--- config.mk ---
export PLATFORM = sky130hd
export DESIGN_NAME = sd_cmd_phy
export DESIGN_NICKNAME = d
export VERILOG_FILES = /design/src/rtl/sd_cmd_phy.sv
export SDC_FILE = /design/constraint.sdc
export NUM_CORES = 1
export LEC_CHECK = 0
export ABC_AREA = 1
export CAP_MARGIN = 20
export CORE_ASPECT_RATIO = 0.6
export CORE_MARGIN = 4
export CORE_UTILIZATION = 23
export CTS_CLUSTER_SIZE = 30
export DETAILED_ROUTE_END_ITERATION = 8
export PLACE_DENSITY_LB_ADDON = 0.25
export SETUP_SLACK_MARGIN = 0.1
export SLEW_MARGIN = 20
export SYNTH_ARGS = -nofsm -noshare
export SYNTH_HDL_FRONTEND = slang
export SYNTH_SLANG_ARGS = --single-unit
--- constraint.sdc ---
create_clock -name sd_clock -period 1.5 [get_ports sd_clock]
set_clock_uncertainty 0.05 [all_clocks]
set_input_delay 0.45 -clock sd_clock [delete_from_list [all_inputs] [get_ports sd_clock]]
set_output_delay 0.45 -clock sd_clock [all_outputs]
set_load 0.005 [all_outputs]
--- src/rtl/sd_cmd_phy.sv ---
// sd_cmd_phy: bit-level SD CMD line engine.
// Serialises a command MSB-first onto the CMD pad. When a response is
// expected it turns the line around and waits for the start bit, then
// deserialises the reply. It reports a timeout if no start bit arrives,
// and holds the result until the controller acknowledges it.
module sd_cmd_phy #(
    parameter int CMD_BITS  = 48,
    parameter int RESP_BITS = 48,
    parameter int TIMEOUT   = 64
) (
    input  logic                 sd_clock,
    input  logic                 reset,
    input  logic                 strobe_in,
    input  logic                 expect_resp,
    input  logic [CMD_BITS-1:0]  cmd_in,
    input  logic                 ack_in,
    input  logic                 pad_data_out,
    output logic                 pad_data_in,
    output logic                 pad_output_input,
    output logic                 pad_enable,
    output logic                 busy,
    output logic [RESP_BITS-1:0] response,
    output logic                 response_valid,
    output logic                 timeout
);

    localparam int TXC_W = $clog2(CMD_BITS + 1);
    localparam int RXC_W = $clog2(RESP_BITS + 1);
    localparam int TOC_W = $clog2(TIMEOUT + 1);

    typedef enum logic [2:0] {
        S_IDLE = 3'd0,
        S_SEND = 3'd1,
        S_WAIT = 3'd2,
        S_RECV = 3'd3,
        S_DONE = 3'd4
    } state_t;

    state_t               state_q, state_d;
    logic [CMD_BITS-1:0]  tx_q, tx_d;
    logic [TXC_W-1:0]     tx_cnt_q, tx_cnt_d;
    logic                 exp_q, exp_d;
    logic [TOC_W-1:0]     wait_cnt_q, wait_cnt_d;
    // Bits received so far; the final bit is appended straight into response.
    logic [RESP_BITS-2:0] rx_q, rx_d;
    logic [RXC_W-1:0]     rx_cnt_q, rx_cnt_d;
    logic                 pad_data_in_q, pad_data_in_d;
    logic                 pad_oe_q, pad_oe_d;
    logic                 pad_en_q, pad_en_d;
    logic                 busy_q, busy_d;
    logic [RESP_BITS-1:0] response_q, response_d;
    logic                 valid_q, valid_d;
    logic                 timeout_q, timeout_d;

    logic tx_last;
    logic rx_last;
    logic wait_expired;
    logic start_seen;

    assign tx_last      = (tx_cnt_q == TXC_W'(CMD_BITS - 1));
    assign rx_last      = (rx_cnt_q == RXC_W'(RESP_BITS - 1));
    assign wait_expired = (wait_cnt_q == TOC_W'(TIMEOUT - 1));
    assign start_seen   = ~pad_data_out;

    // State register; an active-low reset aborts any transfer back to IDLE.
    always_ff @(posedge sd_clock) begin
        if (!reset) begin
            state_q <= S_IDLE;
        end else begin
            state_q <= state_d;
        end
    end

    // Next-state logic; a start bit takes priority over an expiring wait counter.
    always_comb begin
        state_d = state_q;
        case (state_q)
            S_IDLE: if (strobe_in) state_d = S_SEND;
            S_SEND: if (tx_last)   state_d = exp_q ? S_WAIT : S_DONE;
            S_WAIT: begin
                if (start_seen)        state_d = S_RECV;
                else if (wait_expired) state_d = S_DONE;
            end
            S_RECV: if (rx_last)   state_d = S_DONE;
            S_DONE: if (ack_in)    state_d = S_IDLE;
            default:               state_d = S_IDLE;
        endcase
    end

    // Datapath and registered-output next values, derived from the current and next state.
    always_comb begin
        tx_d          = tx_q;
        tx_cnt_d      = tx_cnt_q;
        exp_d         = exp_q;
        wait_cnt_d    = wait_cnt_q;
        rx_d          = rx_q;
        rx_cnt_d      = rx_cnt_q;
        pad_data_in_d = 1'b1;
        response_d    = response_q;
        valid_d       = valid_q;
        timeout_d     = timeout_q;
        pad_en_d      = 1'b1;

        case (state_q)
            S_IDLE: begin
                if (strobe_in) begin
                    // Rotate-left shifter: the current bit always sits in the MSB.
                    tx_d          = cmd_in;
                    exp_d         = expect_resp;
                    tx_cnt_d      = '0;
                    pad_data_in_d = cmd_in[CMD_BITS-1];
                end
            end
            S_SEND: begin
                if (tx_last) begin
                    tx_cnt_d   = '0;
                    wait_cnt_d = '0;
                end else begin
                    tx_d          = {tx_q[CMD_BITS-2:0], tx_q[CMD_BITS-1]};
                    tx_cnt_d      = tx_cnt_q + TXC_W'(1);
                    pad_data_in_d = tx_q[CMD_BITS-2];
                end
            end
            S_WAIT: begin
                wait_cnt_d = wait_cnt_q + TOC_W'(1);
                if (start_seen) begin
                    // The start bit is always 0, so the shifter is simply cleared.
                    rx_d     = '0;
                    rx_cnt_d = RXC_W'(1);
                end else if (wait_expired) begin
                    timeout_d = 1'b1;
                end
            end
            S_RECV: begin
                rx_d     = {rx_q[RESP_BITS-3:0], pad_data_out};
                rx_cnt_d = rx_cnt_q + RXC_W'(1);
                if (rx_last) begin
                    response_d = {rx_q, pad_data_out};
                    valid_d    = 1'b1;
                end
            end
            S_DONE: begin
                if (ack_in) begin
                    valid_d   = 1'b0;
                    timeout_d = 1'b0;
                end
            end
            default: ;
        endcase

        pad_oe_d = !((state_d == S_WAIT) || (state_d == S_RECV));
        busy_d   = (state_d != S_IDLE);
    end

    // Datapath and output registers with their reset values.
    always_ff @(posedge sd_clock) begin
        if (!reset) begin
            tx_q          <= '0;
            tx_cnt_q      <= '0;
            exp_q         <= 1'b0;
            wait_cnt_q    <= '0;
            rx_q          <= '0;
            rx_cnt_q      <= '0;
            pad_data_in_q <= 1'b1;
            pad_oe_q      <= 1'b1;
            pad_en_q      <= 1'b0;
            busy_q        <= 1'b0;
            response_q    <= '0;
            valid_q       <= 1'b0;
            timeout_q     <= 1'b0;
        end else begin
            tx_q          <= tx_d;
            tx_cnt_q      <= tx_cnt_d;
            exp_q         <= exp_d;
            wait_cnt_q    <= wait_cnt_d;
            rx_q          <= rx_d;
            rx_cnt_q      <= rx_cnt_d;
            pad_data_in_q <= pad_data_in_d;
            pad_oe_q      <= pad_oe_d;
            pad_en_q      <= pad_en_d;
            busy_q        <= busy_d;
            response_q    <= response_d;
            valid_q       <= valid_d;
            timeout_q     <= timeout_d;
        end
    end

    assign pad_data_in      = pad_data_in_q;
    assign pad_output_input = pad_oe_q;
    assign pad_enable       = pad_en_q;
    assign busy             = busy_q;
    assign response         = response_q;
    assign response_valid   = valid_q;
    assign timeout          = timeout_q;

endmodule

Yosys cells after proc, flatten, opt, wreduce, memory -nomap -nowiden
Index checks and enable logic that the tools add are counted.
{"block": "totals", "register_bits": 172, "input_bits": 54, "word_cells": 81}
{"block": "op_classes", "n_eq_ne": 17, "mux": 30, "n_reduce_logical": 17, "n_addsub": 3}
{"operator": "2-to-1 mux 48 bit", "n": 2}
{"operator": "one-hot mux 48 bit (2 select lines)", "n": 1}
{"operator": "one-hot mux 47 bit (2 select lines)", "n": 1}
{"operator": "2-to-1 mux 47 bit", "n": 1}
{"operator": "one-hot mux 6 bit (2 select lines)", "n": 2}
{"operator": "2-to-1 mux 3 bit", "n": 7}
{"operator": "2-to-1 mux 6 bit", "n": 3}
{"operator": "!= test 2 bit, second input constant", "n": 8}
{"operator": "one-hot mux 3 bit (5 select lines)", "n": 1}
{"operator": "one-hot mux 7 bit (2 select lines)", "n": 1}
{"operator": "adder 6 x 1 -> 6 bit, second input constant", "n": 2}
{"operator": "== test 3 x 2 -> 1 bit, second input constant", "n": 4}
{"operator": "== test 6 bit, second input constant", "n": 2}
{"operator": "AND reduction 2 bit", "n": 5}
{"operator": "nonzero test 2 bit", "n": 5}
{"operator": "adder 7 x 1 -> 7 bit, second input constant", "n": 1}
{"operator": "== test 7 x 6 -> 1 bit, second input constant", "n": 1}
{"operator": "2-to-1 mux 1 bit", "n": 7}
{"operator": "2-to-1 mux 7 bit", "n": 1}
{"operator": "one-hot mux 1 bit (2 select lines)", "n": 3}
{"operator": "AND reduction 3 bit", "n": 2}
{"operator": "AND reduction 4 bit", "n": 1}
{"operator": "== test 3 x 1 -> 1 bit, second input constant", "n": 1}
{"operator": "== test 3 bit, second input constant", "n": 1}
{"operator": "other kinds (4)", "n": 4}

Depth between registers and ports, before layout
{"block": "depth", "ltp_word": 7, "depth_mapped": 11, "ltp_nobuf": 10}

Worst setup path after synthesis
OpenSTA, ideal clock, no wires.
{"block": "synth_timing", "kind": "register -> register", "startpoint": "register tx_cnt_q[0]", "endpoint": "register tx_q[32]", "setup_ns": 0.116, "period_less_slack_ns": 1.546, "t_arrival_ns": 1.380, "required_time_ns": 1.334, "setup_slack_ns": -0.046, "stages_incl_launch_ff": 11, "path_cell_list": "dfxtp_1 -> ha_1 -> nand3_1 -> inv_1 -> nand2_1 -> nand2_2 -> nand2_2 -> buf_4 -> buf_4 -> o21ai_0 -> nor2_1"}
{"block": "synth_via", "elab_chain_cells": 3}
{"element": "start, declared", "line_no": "41", "source": "logic [TXC_W-1:0] tx_cnt_q, tx_cnt_d;"}
{"element": "start signal, assigned", "line_no": "173", "source": "tx_cnt_q <= tx_cnt_d;"}
{"element": "== test 6 bit", "line_no": "60", "source": "assign tx_last = (tx_cnt_q == TXC_W'(CMD_BITS - 1));"}
{"element": "!= test 2 bit (no source line)"}
{"element": "AND reduction 3 bit (no source line)"}
{"element": "end signal, assigned", "line_no": "172", "source": "tx_q <= tx_d;"}
{"element": "end, declared", "line_no": "40", "source": "logic [CMD_BITS-1:0] tx_q, tx_d;"}
No other way between the ends.
A chain may end at the register's enable or synchronous reset.

Worst setup path after layout
{"block": "layout_timing", "startpoint": "register rx_cnt_q[1]", "endpoint": "register response_q[37], in the netlist response[37]"}
{"block": "layout_via", "elab_chain_cells": 2}
{"element": "start, declared", "line_no": "46", "source": "logic [RXC_W-1:0] rx_cnt_q, rx_cnt_d;"}
{"element": "start signal, assigned", "line_no": "177", "source": "rx_cnt_q <= rx_cnt_d;"}
{"element": "== test 6 bit", "line_no": "61", "source": "assign rx_last = (rx_cnt_q == RXC_W'(RESP_BITS - 1));"}
{"element": "AND reduction 2 bit (no source line)"}
{"element": "end signal, assigned", "line_no": "182", "source": "response_q <= response_d;"}
{"element": "end, declared", "line_no": "51", "source": "logic [RESP_BITS-1:0] response_q, response_d;"}
No other way between the ends.

==> impl_results.md <==
- Die X: 231 um
- Sw Pwr: 2.73 mW
- Syn Area/Cell: 7.00 um2
- Synthesis Warnings: 0
- Via count: 6,547
- Largest area contributor in the netlist: dfxtp_1
- Non-Filler Instances: 1,543
- Slew Limit Fails: 0
- Most frequent cell after synthesis: nand2_1
- Vias in the first global route: 5,997
- Clock power share: 41.9%
- HP Class: primary input to flip-flop
- Max-cap violations: 0
- Met2 usage: 16.7%
- Sequential element share of the synthesized area: 50.3%
- Crit path arrival time: 1750 ps
- CP bufs+invs: 3
- CTS H-Tree Depth: 4
- Most used cell, CP: buf_6
- EDFF count, synth: 0
- CTS tree: done
- Clock sink count: 172
- Largest net degree at the start of global routing: 56
- Internal power: 7.69 mW
- CTS Buf Count: 17
- CP endpoint kind: flip-flop
- Slew margin rel.: 66.3%
- Netlist Area Pre-Place: 0.00684 mm2
- VDD IR max: 0.642 mV
- Tcrit/Tclk final: 98.8%
- Run status: finished clean
- Synth area leaders: dfxtp_1, nand2_1, a21oi_1
- Antenna violations before repair: 0
- WP data required: 1770 ps
- Crit-path leading delay family: buffers and inverters
- Core area: 0.0290 mm2
- Layout cell share with drive strength beyond 1: 29.7%
- Slew @ Worst Pin: 505 ps
- Share of the synthesized area in the top cell type: 50.3%
- Synthesized flop and latch total: 172
- Commonest cells post-synth: nand2_1, dfxtp_1, nor2_1
- Leak: 4.11 nW
- Dpl hpwl: 12,100 um
- Distinct cells, synth: 26
- Area Growth Syn to Fin: 51.5%
- IO Port Bufs: 107
- Met3 Use GR: 4.11%
- Remaining DRCs: 0
- Clock Tree Buf Depth: 2
- Final hold vios: 0
- ANT cells: 0
- Antenna-violating nets left: 0
- Die Y: 142 um
- Filler Cell Count: 3,062
- Clock transition at path regs: 70 ps
- Post-synth ARST share: 0%
- # setup viols final: 0
- Drt pass-1 iters: 4
- First-pass GRT wire length: 31,000 um
- Post-synth top flop: dfxtp_1
- Final Power: 10.4 mW
- Number of cell rows: 48
- Max Fclk: 0.675 GHz
- Final layout net count: 1,187
- CP Class: flip-flop to flip-flop
- Final Util: 35.7%
- Dpl cells: 1,467
- Grt peak-use layer: met1
- Setup TNS: 0 ps
- Vias/cell: 4.24
- Final hold slack: 390 ps
- Synth Net Count: 1,034
- RSZ-0062 raised after global routing: true
- Routing usage on met1: 16.9%
- Initial core utilization: 23.6%
- Switching share of total power: 26.2%
- Die area: 0.0327 mm2
- First DRT Iteration DRCs: 347
- Slowest CP cell: dfxtp_2
- Top-Level Pins: 108
- Register share of total power: 46.2%
- Post-CTS Hold Buffers: 0
- Crit Path Max Fanout: 10
- Synth Instances: 977
- Post-Route WL: 20,700 um
- Crit-path max cell delay: 360 ps
- Clock period minus worst slack: 1480 ps
- Logic gate share of total power: 11.9%
- CTS root buffer: clkbuf_16
- Type of origin of the critical path: flip-flop
- Grt total ovfl: 0
- Global Route Usage Sum: 11.6%
- Later-pin clock latency in the skew report: 440 ps
- Power density cells: 1010 mW/mm2
- Routed wire length per instance: 13.4 um
- Placer Congestion: 0.748
- Worst path cell trace: ha_4, nand3_4, nor2_2, nand2_4, buf_6, buf_6, buf_12, nand2_1, a21oi_1
[state kept, by name, indices dropped and copies added (netlist names)]
register,cells
response,48
tx_q,48
rx_q,47
wait_cnt_q,7
rx_cnt_q,6
tx_cnt_q,6
state_q,3
busy,1
exp_q,1
pad_data_in,1
pad_enable,1
pad_output_input,1
response_valid,1
timeout,1
[cells in the final DEF, fill, tap and decap left out, drive strengths merged]
master,count
nand2,389
dfxtp,172
buf,131
nor2,118
a21oi,112
o21ai,64
clkdlybuf4s50,51
inv,34
clkbuf,31
nand3,15
clkinv,5
nand4,4
clkinvlp,4
ha,3
xor2,2
a221oi,1
a31o,1
nand3b,1
or2,1
a31oi,1
a211oi,1
bufinv,1
dlymetal6s2s,1
[metrics by stage]
step | instance area, um2 | setup slack (ps)
after detailed placement | 8680 | -372
after global routing | 10400 | -63.2
final | 10400 | 18.1
after global placement | 8680 | -379
after CTS | 9450 | 19.1
after floorplan | 6910 | 102
[worst min-delay path, cell delays in order]
cell	delay [ps]
dlymetal6s2s_1	130
nand2_1	60
nand3b_1	80
nand2_1	70
inv_1	50
[path summary, 6_finish.rpt]
kind,from,end,slack (ps),cells past startpoint
max,rx_cnt_q[1],response[37],20,9
max reg2reg,rx_cnt_q[1],response[37],20,9
min,pad_data_out,state_q[2],390,5
min reg2reg,rx_q[46],rx_q[46],410,2
[area by class of cell]
cell class,instances,area [um2],share of cell area (%)
repair buffers,193,2180,21.1
flip-flops and latches,172,3530,34.0
multi-input cells,713,3430,33.1
inverters,33,155,1.50
clock buffers,21,460,4.44
clock inverters,11,109,1.05
well taps,400,500,4.83
[cell families (layout without fill, tap and decap cells)]
| logic type | Yosys count | after routing | share of synthesized area, % |
|---|---|---|---|
| fa+ha+maj | 3 | 3 | 0.549 |
| buf+inv | 92 | 258 | 5.76 |
| flops | 172 | 172 | 50.3 |
| compound gates | 180 | 180 | 13.3 |
| xor+xnor | 2 | 2 | 0.256 |
| simple gates | 528 | 528 | 29.8 |
[power groups by stage]
| stage | clock [mW] | sequential [mW] | combinational (mW) |
|---|---|---|---|
| 2_1_floorplan | 0 | 4.90 | 0.549 |
| 6_report | 4.36 | 4.82 | 1.24 |
| 3_5_place_dp | 0 | 4.91 | 0.917 |
| 3_3_place_gp | 0 | 4.91 | 0.911 |
| 5_1_grt | 4.75 | 4.84 | 1.37 |
| 4_1_cts | 4.55 | 4.81 | 1.00 |
[per-layer routing]
metal  part of all wire, %  wire (um)
met1                    54      11200
met2                    41       8440
met4                  0.49        101
met3                   4.6        947
met5                     0          0
[timing repair]
| action | CTS | global route |
|---|---|---|
| resized for setup | 317 | 185 |
| pin swaps | 8 | 35 |
| endpoints found under the setup margin | 202 | 207 |
| setup buffers | 21 | 9 |
| cloned | 3 | 12 |
Power figures use the tool's default switching activity.
